<file path="src/rtl/bp_mcore_looper_mc.sv">
// bp_mcore_looper_mc: multi-context hardware loop-iteration allocator.
//
// Cores claim index chunks with NEXT reads, report finished iterations with
// DONE writes, and get a level interrupt per context when its loop completes.
// Commands queue in a small FIFO. The head is answered combinationally.
// Register side effects apply only on the response handshake.
//
// Optional build macro: BP_MCORE_LOOPER_PERF_EN adds a per-context counter
// of granted non-empty NEXT allocations (register 6).
//
// Message layout: {data[dword], msg_type[3:0], size[2:0], addr[paddr]}.
// msg_type encoding: rd=0, wr=1, uc_rd=2, uc_wr=3.
//
// Per-context state machine:
//   state    | meaning
//   IDLE     | not armed; NEXT returns an empty range
//   ACTIVE   | handing out chunks of [START, END)
//   DRAINING | all chunks granted, waiting for DONE to reach END-START
//   DONE     | loop complete; irq raised if irq_en was set
module bp_mcore_looper_mc #(
  parameter int bp_params_p   = 0,
  parameter int num_ctx_p     = 4,
  parameter int els_p         = 2,
  parameter int idx_width_p   = 32,
  localparam int paddr_width_lp       = (bp_params_p == 0) ? 40 : 56,
  localparam int dword_width_lp       = 64,
  localparam int mem_hdr_width_lp     = 4 + 3 + paddr_width_lp,
  localparam int cce_mem_msg_width_lp = mem_hdr_width_lp + dword_width_lp
) (
  input  logic                            clk_i,
  input  logic                            reset_n_i,
  input  logic [cce_mem_msg_width_lp-1:0] mem_cmd_i,
  input  logic                            mem_cmd_v_i,
  output logic                            mem_cmd_ready_o,
  output logic [cce_mem_msg_width_lp-1:0] mem_resp_o,
  output logic                            mem_resp_v_o,
  input  logic                            mem_resp_yumi_i,
  output logic [num_ctx_p-1:0]            irq_o
);

  typedef enum logic [1:0] {
    IDLE     = 2'd0,
    ACTIVE   = 2'd1,
    DRAINING = 2'd2,
    DONE     = 2'd3
  } ctx_state_e;

  localparam logic [3:0] MSG_WR    = 4'd1;
  localparam logic [3:0] MSG_UC_WR = 4'd3;

  localparam logic [2:0] REG_CTRL  = 3'd0;
  localparam logic [2:0] REG_START = 3'd1;
  localparam logic [2:0] REG_END   = 3'd2;
  localparam logic [2:0] REG_CHUNK = 3'd3;
  localparam logic [2:0] REG_NEXT  = 3'd4;
  localparam logic [2:0] REG_DONE  = 3'd5;
  localparam logic [2:0] REG_PERF  = 3'd6;

  localparam int ctx_w_lp = (num_ctx_p > 1) ? $clog2(num_ctx_p) : 1;
  localparam int ptr_w_lp = (els_p > 1) ? $clog2(els_p) : 1;
  localparam int cnt_w_lp = $clog2(els_p + 1);

  // ---------------------------------------------------------------------
  // Command FIFO
  // ---------------------------------------------------------------------
  logic [mem_hdr_width_lp-1:0] hdr_mem   [els_p];
  logic [idx_width_p-1:0]      wdata_mem [els_p];
  logic [ptr_w_lp-1:0]         wptr_r, rptr_r;
  logic [cnt_w_lp-1:0]         count_r;
  logic                        ready_r;
  logic                        full, enq, deq;

  function automatic logic [ptr_w_lp-1:0] ptr_inc(input logic [ptr_w_lp-1:0] p);
    return (p == ptr_w_lp'(els_p - 1)) ? '0 : p + ptr_w_lp'(1);
  endfunction

  assign full            = (count_r == cnt_w_lp'(els_p));
  assign mem_resp_v_o    = (count_r != '0);
  assign deq             = mem_resp_v_o & mem_resp_yumi_i;
  // A full FIFO can still take a command in the cycle its head is consumed.
  assign mem_cmd_ready_o = ready_r & (~full | deq);
  assign enq             = mem_cmd_v_i & mem_cmd_ready_o;

  // FIFO pointers, occupancy and the post-reset ready flag.
  always_ff @(posedge clk_i or negedge reset_n_i) begin
    if (!reset_n_i) begin
      ready_r <= 1'b0;
      wptr_r  <= '0;
      rptr_r  <= '0;
      count_r <= '0;
    end else begin
      ready_r <= 1'b1;
      if (enq) wptr_r <= ptr_inc(wptr_r);
      if (deq) rptr_r <= ptr_inc(rptr_r);
      if (enq && !deq)      count_r <= count_r + cnt_w_lp'(1);
      else if (!enq && deq) count_r <= count_r - cnt_w_lp'(1);
    end
  end

  // FIFO storage; only the header and the index-wide part of the data are kept.
  always_ff @(posedge clk_i) begin
    if (enq) begin
      hdr_mem[wptr_r]   <= mem_cmd_i[mem_hdr_width_lp-1:0];
      wdata_mem[wptr_r] <= mem_cmd_i[mem_hdr_width_lp +: idx_width_p];
    end
  end

  // ---------------------------------------------------------------------
  // Head decode
  // ---------------------------------------------------------------------
  logic [mem_hdr_width_lp-1:0] head_hdr;
  logic [idx_width_p-1:0]      head_data;
  logic [3:0]                  head_type;
  logic [2:0]                  head_reg;
  logic [ctx_w_lp-1:0]         head_ctx;
  logic                        head_wr;

  assign head_hdr  = hdr_mem[rptr_r];
  assign head_data = wdata_mem[rptr_r];
  assign head_type = head_hdr[mem_hdr_width_lp-1 -: 4];
  assign head_reg  = head_hdr[5:3];
  assign head_ctx  = (num_ctx_p > 1) ? head_hdr[6 +: ctx_w_lp] : '0;
  assign head_wr   = (head_type == MSG_WR) || (head_type == MSG_UC_WR);

  // ---------------------------------------------------------------------
  // Per-context state
  // ---------------------------------------------------------------------
  ctx_state_e             state_r     [num_ctx_p];
  ctx_state_e             state_n     [num_ctx_p];
  logic [idx_width_p-1:0] start_r     [num_ctx_p];
  logic [idx_width_p-1:0] start_n     [num_ctx_p];
  logic [idx_width_p-1:0] end_r       [num_ctx_p];
  logic [idx_width_p-1:0] end_n       [num_ctx_p];
  logic [idx_width_p-1:0] chunk_r     [num_ctx_p];
  logic [idx_width_p-1:0] chunk_n     [num_ctx_p];
  logic [idx_width_p-1:0] next_r      [num_ctx_p];
  logic [idx_width_p-1:0] next_n      [num_ctx_p];
  logic [idx_width_p-1:0] completed_r [num_ctx_p];
  logic [idx_width_p-1:0] completed_n [num_ctx_p];
  logic [num_ctx_p-1:0]   irq_r, irq_n;
  logic [num_ctx_p-1:0]   irq_en_r, irq_en_n;
`ifdef BP_MCORE_LOOPER_PERF_EN
  logic [31:0]            perf_r      [num_ctx_p];
  logic [31:0]            perf_n      [num_ctx_p];
`endif

  // Values of the addressed context, all taken from pre-commit state.
  ctx_state_e             sel_state;
  logic [idx_width_p-1:0] sel_start, sel_end, sel_chunk, sel_next, sel_completed;
  logic                   sel_busy;

  assign sel_state     = state_r[head_ctx];
  assign sel_start     = start_r[head_ctx];
  assign sel_end       = end_r[head_ctx];
  assign sel_chunk     = chunk_r[head_ctx];
  assign sel_next      = next_r[head_ctx];
  assign sel_completed = completed_r[head_ctx];
  assign sel_busy      = (sel_state == ACTIVE) || (sel_state == DRAINING);

  // Allocation uses one extra bit so next+chunk cannot wrap past END.
  logic [idx_width_p-1:0] eff_chunk, alloc_hi, total, done_new;
  logic [idx_width_p:0]   alloc_sum, done_sum;

  assign eff_chunk = (sel_chunk == '0) ? idx_width_p'(1) : sel_chunk;
  assign alloc_sum = {1'b0, sel_next} + {1'b0, eff_chunk};
  assign alloc_hi  = (alloc_sum >= {1'b0, sel_end}) ? sel_end : alloc_sum[idx_width_p-1:0];

  // Completion count saturates at the loop trip count.
  assign total    = (sel_end > sel_start) ? (sel_end - sel_start) : '0;
  assign done_sum = {1'b0, sel_completed} + {1'b0, head_data};
  assign done_new = (done_sum >= {1'b0, total}) ? total : done_sum[idx_width_p-1:0];

  // Read data for the FIFO head; writes answer with zero data.
  logic [dword_width_lp-1:0] rdata;

  always_comb begin
    rdata = '0;
    if (!head_wr) begin
      unique case (head_reg)
        REG_CTRL:  rdata[5:0] = {sel_state, 1'b0, irq_r[head_ctx], irq_en_r[head_ctx],
                                 (sel_state != IDLE)};
        REG_START: rdata[idx_width_p-1:0] = sel_start;
        REG_END:   rdata[idx_width_p-1:0] = sel_end;
        REG_CHUNK: rdata[idx_width_p-1:0] = sel_chunk;
        REG_NEXT:  rdata[2*idx_width_p-1:0] = (sel_state == ACTIVE) ? {alloc_hi, sel_next}
                                                                    : {sel_end, sel_end};
        REG_DONE:  rdata[idx_width_p-1:0] = sel_completed;
`ifdef BP_MCORE_LOOPER_PERF_EN
        REG_PERF:  rdata[31:0] = perf_r[head_ctx];
`endif
        default:   rdata = '0;
      endcase
    end
  end

  assign mem_resp_o = {rdata, head_hdr};
  assign irq_o      = irq_r;

  // Next-state and register updates, applied only on the response handshake.
  always_comb begin
    state_n     = state_r;
    start_n     = start_r;
    end_n       = end_r;
    chunk_n     = chunk_r;
    next_n      = next_r;
    completed_n = completed_r;
    irq_n       = irq_r;
    irq_en_n    = irq_en_r;
`ifdef BP_MCORE_LOOPER_PERF_EN
    perf_n      = perf_r;
`endif
    if (deq) begin
      if (head_wr) begin
        unique case (head_reg)
          REG_CTRL: begin
            irq_en_n[head_ctx] = head_data[1];
            if (head_data[2]) irq_n[head_ctx] = 1'b0;
            if (!head_data[0]) begin
              state_n[head_ctx] = IDLE;
              irq_n[head_ctx]   = 1'b0;
            end else if (!sel_busy) begin
              next_n[head_ctx]      = sel_start;
              completed_n[head_ctx] = '0;
              irq_n[head_ctx]       = 1'b0;
              state_n[head_ctx]     = (sel_start >= sel_end) ? DONE : ACTIVE;
`ifdef BP_MCORE_LOOPER_PERF_EN
              perf_n[head_ctx]      = '0;
`endif
            end
          end
          REG_START: if (!sel_busy) start_n[head_ctx] = head_data;
          REG_END:   if (!sel_busy) end_n[head_ctx]   = head_data;
          REG_CHUNK: if (!sel_busy) chunk_n[head_ctx] = head_data;
          REG_DONE: begin
            if (sel_state != IDLE) begin
              completed_n[head_ctx] = done_new;
              if (sel_state == DRAINING && done_new >= total) begin
                state_n[head_ctx] = DONE;
                irq_n[head_ctx]   = irq_en_r[head_ctx];
              end
            end
          end
`ifdef BP_MCORE_LOOPER_PERF_EN
          REG_PERF:  perf_n[head_ctx] = '0;
`endif
          default: ;
        endcase
      end else if (head_reg == REG_NEXT && sel_state == ACTIVE) begin
        next_n[head_ctx] = alloc_hi;
`ifdef BP_MCORE_LOOPER_PERF_EN
        if (alloc_hi != sel_next) perf_n[head_ctx] = perf_r[head_ctx] + 32'd1;
`endif
        if (alloc_hi == sel_end) begin
          // Completions may already cover the loop when the last chunk goes out.
          if (sel_completed >= total) begin
            state_n[head_ctx] = DONE;
            irq_n[head_ctx]   = irq_en_r[head_ctx];
          end else begin
            state_n[head_ctx] = DRAINING;
          end
        end
      end
    end
  end

  // Context register file and state machines.
  always_ff @(posedge clk_i or negedge reset_n_i) begin
    if (!reset_n_i) begin
      for (int i = 0; i < num_ctx_p; i++) begin
        state_r[i]     <= IDLE;
        start_r[i]     <= '0;
        end_r[i]       <= '0;
        chunk_r[i]     <= '0;
        next_r[i]      <= '0;
        completed_r[i] <= '0;
`ifdef BP_MCORE_LOOPER_PERF_EN
        perf_r[i]      <= '0;
`endif
      end
      irq_r    <= '0;
      irq_en_r <= '0;
    end else begin
      state_r     <= state_n;
      start_r     <= start_n;
      end_r       <= end_n;
      chunk_r     <= chunk_n;
      next_r      <= next_n;
      completed_r <= completed_n;
`ifdef BP_MCORE_LOOPER_PERF_EN
      perf_r      <= perf_n;
`endif
      irq_r       <= irq_n;
      irq_en_r    <= irq_en_n;
    end
  end

endmodule

</file>
<file path="config.mk">
export PLATFORM = sky130hd
export DESIGN_NAME = bp_mcore_looper_mc
export DESIGN_NICKNAME = d
export VERILOG_FILES = /design/src/rtl/bp_mcore_looper_mc.sv
export SDC_FILE = /design/constraint.sdc
export NUM_CORES = 2
export LEC_CHECK = 0
export CORE_AREA = 2 2 322 324
export CTS_CLUSTER_SIZE = 16
export DETAILED_ROUTE_END_ITERATION = 16
export DIE_AREA = 0 0 324 326
export GPL_ROUTABILITY_DRIVEN = 0
export GPL_TIMING_DRIVEN = 0
export PLACE_DENSITY = 0.59
export SLEW_MARGIN = 20
export SYNTH_ARGS = -nofsm -noshare
export SYNTH_HDL_FRONTEND = slang
export SYNTH_SLANG_ARGS = --single-unit
</file>
<file path="constraint.sdc">
create_clock -name clk_i -period 37 [get_ports clk_i]
set_input_delay 11.1 -clock clk_i [delete_from_list [all_inputs] [get_ports clk_i]]
set_output_delay 11.1 -clock clk_i [all_outputs]
set_load 0.1 [all_outputs]
</file>
# Word level (Yosys, flattened, before mapping)
# Memory sizes are Yosys's and may differ from the RTL's.
# Index checks and enable logic that the tools add are counted.
[word_totals]
register_bits = 661
mem_bits_rw = 158
in_bits = 115
out_inout_bits = 117
wordCells = 199
memories = 2
[mem_list]
columns = ["name", "depth", "width", "read_ports", "rd_clocked_by_memory_dff", "write_ports", "line_no", "source"]
rows = [
  ["hdr_mem", 2, 47, 1, 0, 1, "66", "logic [mem_hdr_width_lp-1:0] hdr_mem [els_p];"],
  ["wdata_mem", 2, 32, 1, 0, 1, "67", "logic [idx_width_p-1:0] wdata_mem [els_p];"],
]
[classes]
n_addsub = 7
magnitude_cmp = 10
eq_ne = 21
n_mux = 84
bitwise_logic = 18
reduce_logical = 27
[ops]
columns = ["cell", "n"]
rows = [
  ["two-way mux 128 bit", 8],
  ["bitwise mux 128 bit", 6],
  ["two-way mux 32 bit", 16],
  ["binary-select mux 32 bit (select 2 bit)", 5],
  ["one-hot mux 128 bit (2 select lines)", 1],
  ["one-hot mux 26 bit (5 select lines)", 1],
  ["bitwise AND 128 bit", 1],
  ["two-way mux 64 bit", 2],
  ["NOT 128 bit", 1],
  ["greater-or-equal comparator 32 bit", 3],
  ["adder 32 x 32 -> 33 bit", 2],
  ["greater-or-equal comparator 33 x 32 -> 1 bit", 2],
  ["demux 32 bit (select 2 bit)", 1],
  ["two-way mux 8 bit", 8],
  ["two-way mux 4 bit", 12],
  ["one-hot mux 6 bit (6 select lines)", 1],
  ["equality test 32 bit", 1],
  ["> comparator 32 bit", 1],
  ["zero test 32 bit", 1],
  ["subtractor 32 bit", 1],
  ["one-hot mux 8 bit (2 select lines)", 1],
  ["AND reduction 7 bit", 2],
  ["nonzero test 2 bit", 7],
  ["bitwise AND 4 bit", 3],
  ["other kinds (45)", 80],
]

# Depth between registers and ports, before layout
# An unclocked memory read counts as a cell.
[logic_depth]
word_depth = 16
depth_mapped = 52
mapped_depth_nobuf = 42

# Worst setup path after synthesis
# Ideal clock, no wire load.
[synth_timing]
path_kind = "input to output"
from = "input port mem_resp_yumi_i"
to = "output port mem_cmd_ready_o"
arrival_ns = 13.403
required_ns = 25.900
setup_slack_ns = 12.497
path_stages = 2
cell_sequence = "nor2_1 > a21boi_0"
[synth_via]
elab_chain_len = 3
[synth_rtl]
columns = ["item", "line_no", "source"]
rows = [
  ["from (decl)", "37", "input logic mem_resp_yumi_i,"],
  ["bitwise AND 1 bit", "79", "assign deq = mem_resp_v_o & mem_resp_yumi_i;"],
  ["bitwise OR 1 bit", "81", "assign mem_cmd_ready_o = ready_r & (~full | deq);"],
  ["bitwise AND 1 bit", "81", ""],
  ["to (decl)", "34", "output logic mem_cmd_ready_o,"],
]
# No other way between the ends.

# Worst setup path in the final report
[layout_timing]
from = "register rptr_r"
to = "output port mem_resp_o[79]"
[layout_via]
elab_chain_len = 13
word_cells_on_any_way = 27
classes_between = "add/sub: 1; order compare: 1; eq/ne: 4; mux: 17; bitwise: 1; reduce/logical: 2; memory: 1"
[layout_rtl]
columns = ["item", "line_no", "source"]
rows = [
  ["from (decl)", "68", "logic [ptr_w_lp-1:0] wptr_r, rptr_r;"],
  ["from (signal assigned)", "94", "if (deq) rptr_r <= ptr_inc(rptr_r);"],
  ["memory (2 x 47 bit) (*)", "--", ""],
  ["NOT 2 -> 3 bit (implied by the code)", "--", ""],
  ["binary-select mux 32 bit (select 2 bit)", "155", "assign sel_chunk = chunk_r[head_ctx];"],
  ["two-way mux 32 bit (implied by the code) (2 in a row)", "155", ""],
  ["zero test 32 bit", "164", "assign eff_chunk = (sel_chunk == '0) ? idx_width_p'(1) : sel_chunk;"],
  ["two-way mux 32 bit", "164", ""],
  ["adder 32 x 32 -> 33 bit", "165", "assign alloc_sum = {1'b0, sel_next} + {1'b0, eff_chunk};"],
  ["greater-or-equal comparator 33 x 32 -> 1 bit", "166", "assign alloc_hi = (alloc_sum >= {1'b0, sel_end}) ? sel_end : alloc_sum[idx_width_p-1:0];"],
  ["two-way mux 32 bit", "166", ""],
  ["two-way mux 64 bit", "185", "REG_NEXT: rdata[2*idx_width_p-1:0] = (sel_state == ACTIVE) ? {alloc_hi, sel_next}"],
  ["two-way mux 32 bit", "179", "unique case (head_reg)"],
  ["two-way mux 64 bit (*)", "178", "if (!head_wr) begin"],
  ["to (decl)", "35", "output logic [cce_mem_msg_width_lp-1:0] mem_resp_o,"],
]
# Every way passes the cells marked *; elsewhere a longest branch is shown, timed or not. The select of a mux whose other input is x is not followed.

==> impl_results.md <==
- Placement row count: 118
- Net count after synthesis: a little under 5000
- Number of remaining DRC errors: 0
- Clock tree from TritonCTS: built
- Highest clock frequency the design can meet: ~37 MHz
- First-pass iteration count of the detailed router: 8
- Clock latency at the later pin of the worst-skew pair: 710 ps
- Final hold violation count: 0
- Synth-to-Final Area Change: 15.74%
- Starting utilization of the core area: 0.4457
- Core area: 0.1026 mm^2
- Residual antenna-violating net count after detailed routing: 0
- Global-route wire length before repair: ~260000 um
- Switching part of the total: 0.5131
- Setup total negative slack: 0 ps
- Post-place setup slack: 11380 ps
- Post-Synthesis Cell Area: 0.04574 mm^2
- Type of the worst setup path: reg2out
- Proportion of layout cells with a drive suffix above 1: 0.09825
- Number of antenna violations at the first check in global routing: 12
- Via count normalized by instance count: 6.156
- Portion of the post-synthesis area used by sequential elements: 0.4654
- Peak ir drop on the vdd network: 0.09982 mV
- Clk pwr share: 0.164
- Switching power: 2917 uW
- Worst Setup Slack, final: 9930 ps
- Unrepaired setup endpoints after global routing: no
- Master of the slowest instance on the critical path: clkdlybuf4s50_1
- Cell repeated most along the worst path: buf_1
- WL/cell: 27.68 um
- H-tree depth: 3
- Part of the cycle the worst path needs: 0.7316
- Gate count after technology mapping: around 4600
- Total via count after detailed routing: 39101
- Global route overflow: 0
- Fillers: 9596
- Critical Path Start Type: register
- Clock tree buffer depth: 3
- Die X: 324 um
- Half-perimeter wire length after detailed placement: 133900 um
- Reg2Reg Setup Slack: 20260 ps
- Total routed wirelength: 175800 um
- Critical Path End Type: primary output
- Post-CTS setup buffers: 0
- Synthesized area per cell: ~10 um^2
- Via count of the first global-routing pass: roughly 38000
- Total power divided by cell area: between 100 and 150 mW/mm^2
- Number of nets in the finished design: 5242
- Sequential cell area: 0.02129 mm^2
- Clock Tree Root: clkbuf_16
- DRT iter0 DRCs: between 4000 and 5000
- Multi-input logic area: approximately 0.023 mm^2
- Clk pin slew, worst setup/hold paths: roughly 60 ps
- Max_slew headroom: 0.1220
- Input/output buffers: 199
- Number of register bits inferred by synthesis: 819
- Min Tclk post-route: 27070 ps
- Number of warnings printed during yosys synthesis: 0
- LEAKAGE: 0.02233 uW
- Clock skew after layout: 33.78 ps
- Total of max-cap violations: 0
- Number of different library cells in the post-synthesis netlist: 91
- Most common library cell in the layout ignoring fill and taps: nand2_1
- Hold-fix buffers, CTS: 0
- Count of cells resized by post-cts repair: 0
- Final slew viol count: 0
- Arrival @ worst endpoint: 15970 ps
- Total die area: around 0.11 mm^2
- Result of the run: complete, no violations
- Async S/R FF share, synth: 0.8071
- Slew at the pin closest to its max-slew limit: 1280 ps
- Commonest non-fill, non-tap cells in the layout: 832 x nand2_1, 702 x o21ai_0, 661 x dfrtp_1, 252 x clkbuf_1, 228 x ha_1
- GRT Total Usage: 0.3316
- IO Pins: 232
- P_int: 2768 uW
- Register share of total power: 0.196
- Die Y-Extent: 326 um
- Largest net degree at the start of global routing: 98
- Clock buffer count from CTS: 90
- Synth Flop Type: dfrtp_1
- Class of the tightest hold or removal check: reg2reg
- Relative contribution of combinational cells to total power: 0.639
- Count of final setup violators: 0
- Max FO, Critical Path: 10
- Number of clock sinks seen by CTS: around 820
- Number of flops mapped to enable cells by yosys: 158
- Endpoint required time on the critical path: 25900 ps
- CP peak stage delay: 1150 ps
[worst max-delay path, delay by kind of cell, from the launching register on]
| family | cells | cell delay [ps] |
|---|---|---|
| AOI/OAI and AO/OA | 13 | 4760 |
| DFF | 1 | 370 |
| xor gates and xnor gates | 1 | 270 |
| buffers and inverters | 12 | 6580 |
| muxes | 2 | 820 |
| adders and majority gates | 3 | 1020 |
| and+or+nand+nor | 7 | 1410 |
[cell type report]
class | instances | area share
multi-input cells | 3310 | 0.4290
clock inverters | 32 | 0.007398
inverters | 178 | 0.01269
clock buffers | 131 | 0.05091
repair buffers | 213 | 0.04403
diodes | 5 | 0.0002364
plain buffers | 284 | 0.02101
well taps | 1380 | 0.03262
flip-flops and latches | 819 | 0.4021
[routing by layer]
| metal | vias up | part of all wire | global-route usage |
|---|---|---|---|
| met5 | - | 0.0013 | 0.006349 |
| met3 | 560 | 0.11 | 0.09033 |
| met2 | 2046 | 0.42 | 0.4742 |
| li1 | 17134 | - | - |
| met4 | 17 | 0.072 | 0.1951 |
| met1 | 19344 | 0.40 | 0.4499 |
[logic make-up after synthesis]
family / after synthesis / synth area share
buffers and inverters: 462 / 0.03863
DFF: 819 / 0.4654
xor gates and xnor gates: 104 / 0.02022
other: 1 / 0.00008199
AOI/OAI and AO/OA: 1301 / 0.1667
muxes: 338 / 0.1205
and+or+nand+nor: 1335 / 0.1247
adders and majority gates: 231 / 0.06369
[synth_stat cells (7+ instances only)]
master / instances / area share
nand3_1: 53 / 0.0058
a211o_1: 7 / 0.0013
o21a_1: 26 / 0.0043
nand2b_1: 21 / 0.0029
ha_1: 228 / 0.062
a22oi_1: 60 / 0.0098
o21bai_1: 9 / 0.0015
nand4_1: 43 / 0.0059
dfrtp_1: 661 / 0.36
nor3_1: 44 / 0.0048
and3_1: 11 / 0.0015
nor2b_1: 17 / 0.0023
xor2_1: 25 / 0.0048
a21boi_0: 8 / 0.0013
xnor2_1: 78 / 0.015
or2_2: 11 / 0.0015
nand2_1: 832 / 0.068
a21oi_1: 187 / 0.020
inv_1: 172 / 0.014
a211oi_1: 16 / 0.0026
clkbuf_1: 239 / 0.020
a21o_1: 75 / 0.012
and2_1: 33 / 0.0045
mux2_2: 112 / 0.028
o221ai_1: 9 / 0.0017
o31ai_1: 27 / 0.0044
buf_1: 36 / 0.0030
o21ai_0: 703 / 0.077
o211ai_1: 47 / 0.0077
mux2i_1: 67 / 0.015
edfxtp_1: 158 / 0.10
or3_1: 9 / 0.0012
nor2_1: 209 / 0.017
a31oi_1: 46 / 0.0063
nand3b_1: 8 / 0.0013
mux4_2: 158 / 0.078
nor4_1: 17 / 0.0023
a2111oi_0: 8 / 0.0015
[flip-flops by register name (all words and copies together), names as in the netlist, named ones only]
signal and count:
wdata_mem 64, completed_r 128, count_r 2, hdr_mem 94
irq_en_r 4, ready_r 1, state_r 4, next_r 128
wptr_r 1, start_r 128, chunk_r 128, rptr_r 1
end_r 128
[path summary, 6_finish.rpt]
check | startpoint | endpoint | cells past startpoint
setup reg to reg | rptr_r | state_r[1] | 47
hold / removal | chunk_r[25] | chunk_r[25] | 2
min in group asynchronous | reset_n_i | completed_r[111] | 1
max in group asynchronous | reset_n_i | chunk_r[87] | 7
hold reg to reg | chunk_r[25] | chunk_r[25] | 2
setup / recovery | rptr_r | mem_resp_o[79] | 38
[metrics by stage]
stage            util  hold slack (ps)  total power, uW  instance area, um^2  cells
2_1_floorplan       -            443.2             3433                45740   4591
3_3_place_gp   0.4820            454.4             4575                49450   6170
3_5_place_dp   0.4856            465.4             4601                49830   6184
4_1_cts        0.5157            478.3             5559                52910   6347
5_1_grt        0.5158            491.3             5959                52920   6347
6_report       0.5159            473.0             5685                52940   6352
[power groups by stage]
stage | sequential [uW] | combinational [uW] | clock (uW)
final | 1120 | 3630 | 934
after global routing | 1130 | 3850 | 983
after CTS | 1120 | 3500 | 946
after detailed placement | 1130 | 3470 | 0
after global placement | 1140 | 3440 | 0
after floorplan | 1120 | 2320 | 0
Power figures use the tool's default switching activity.
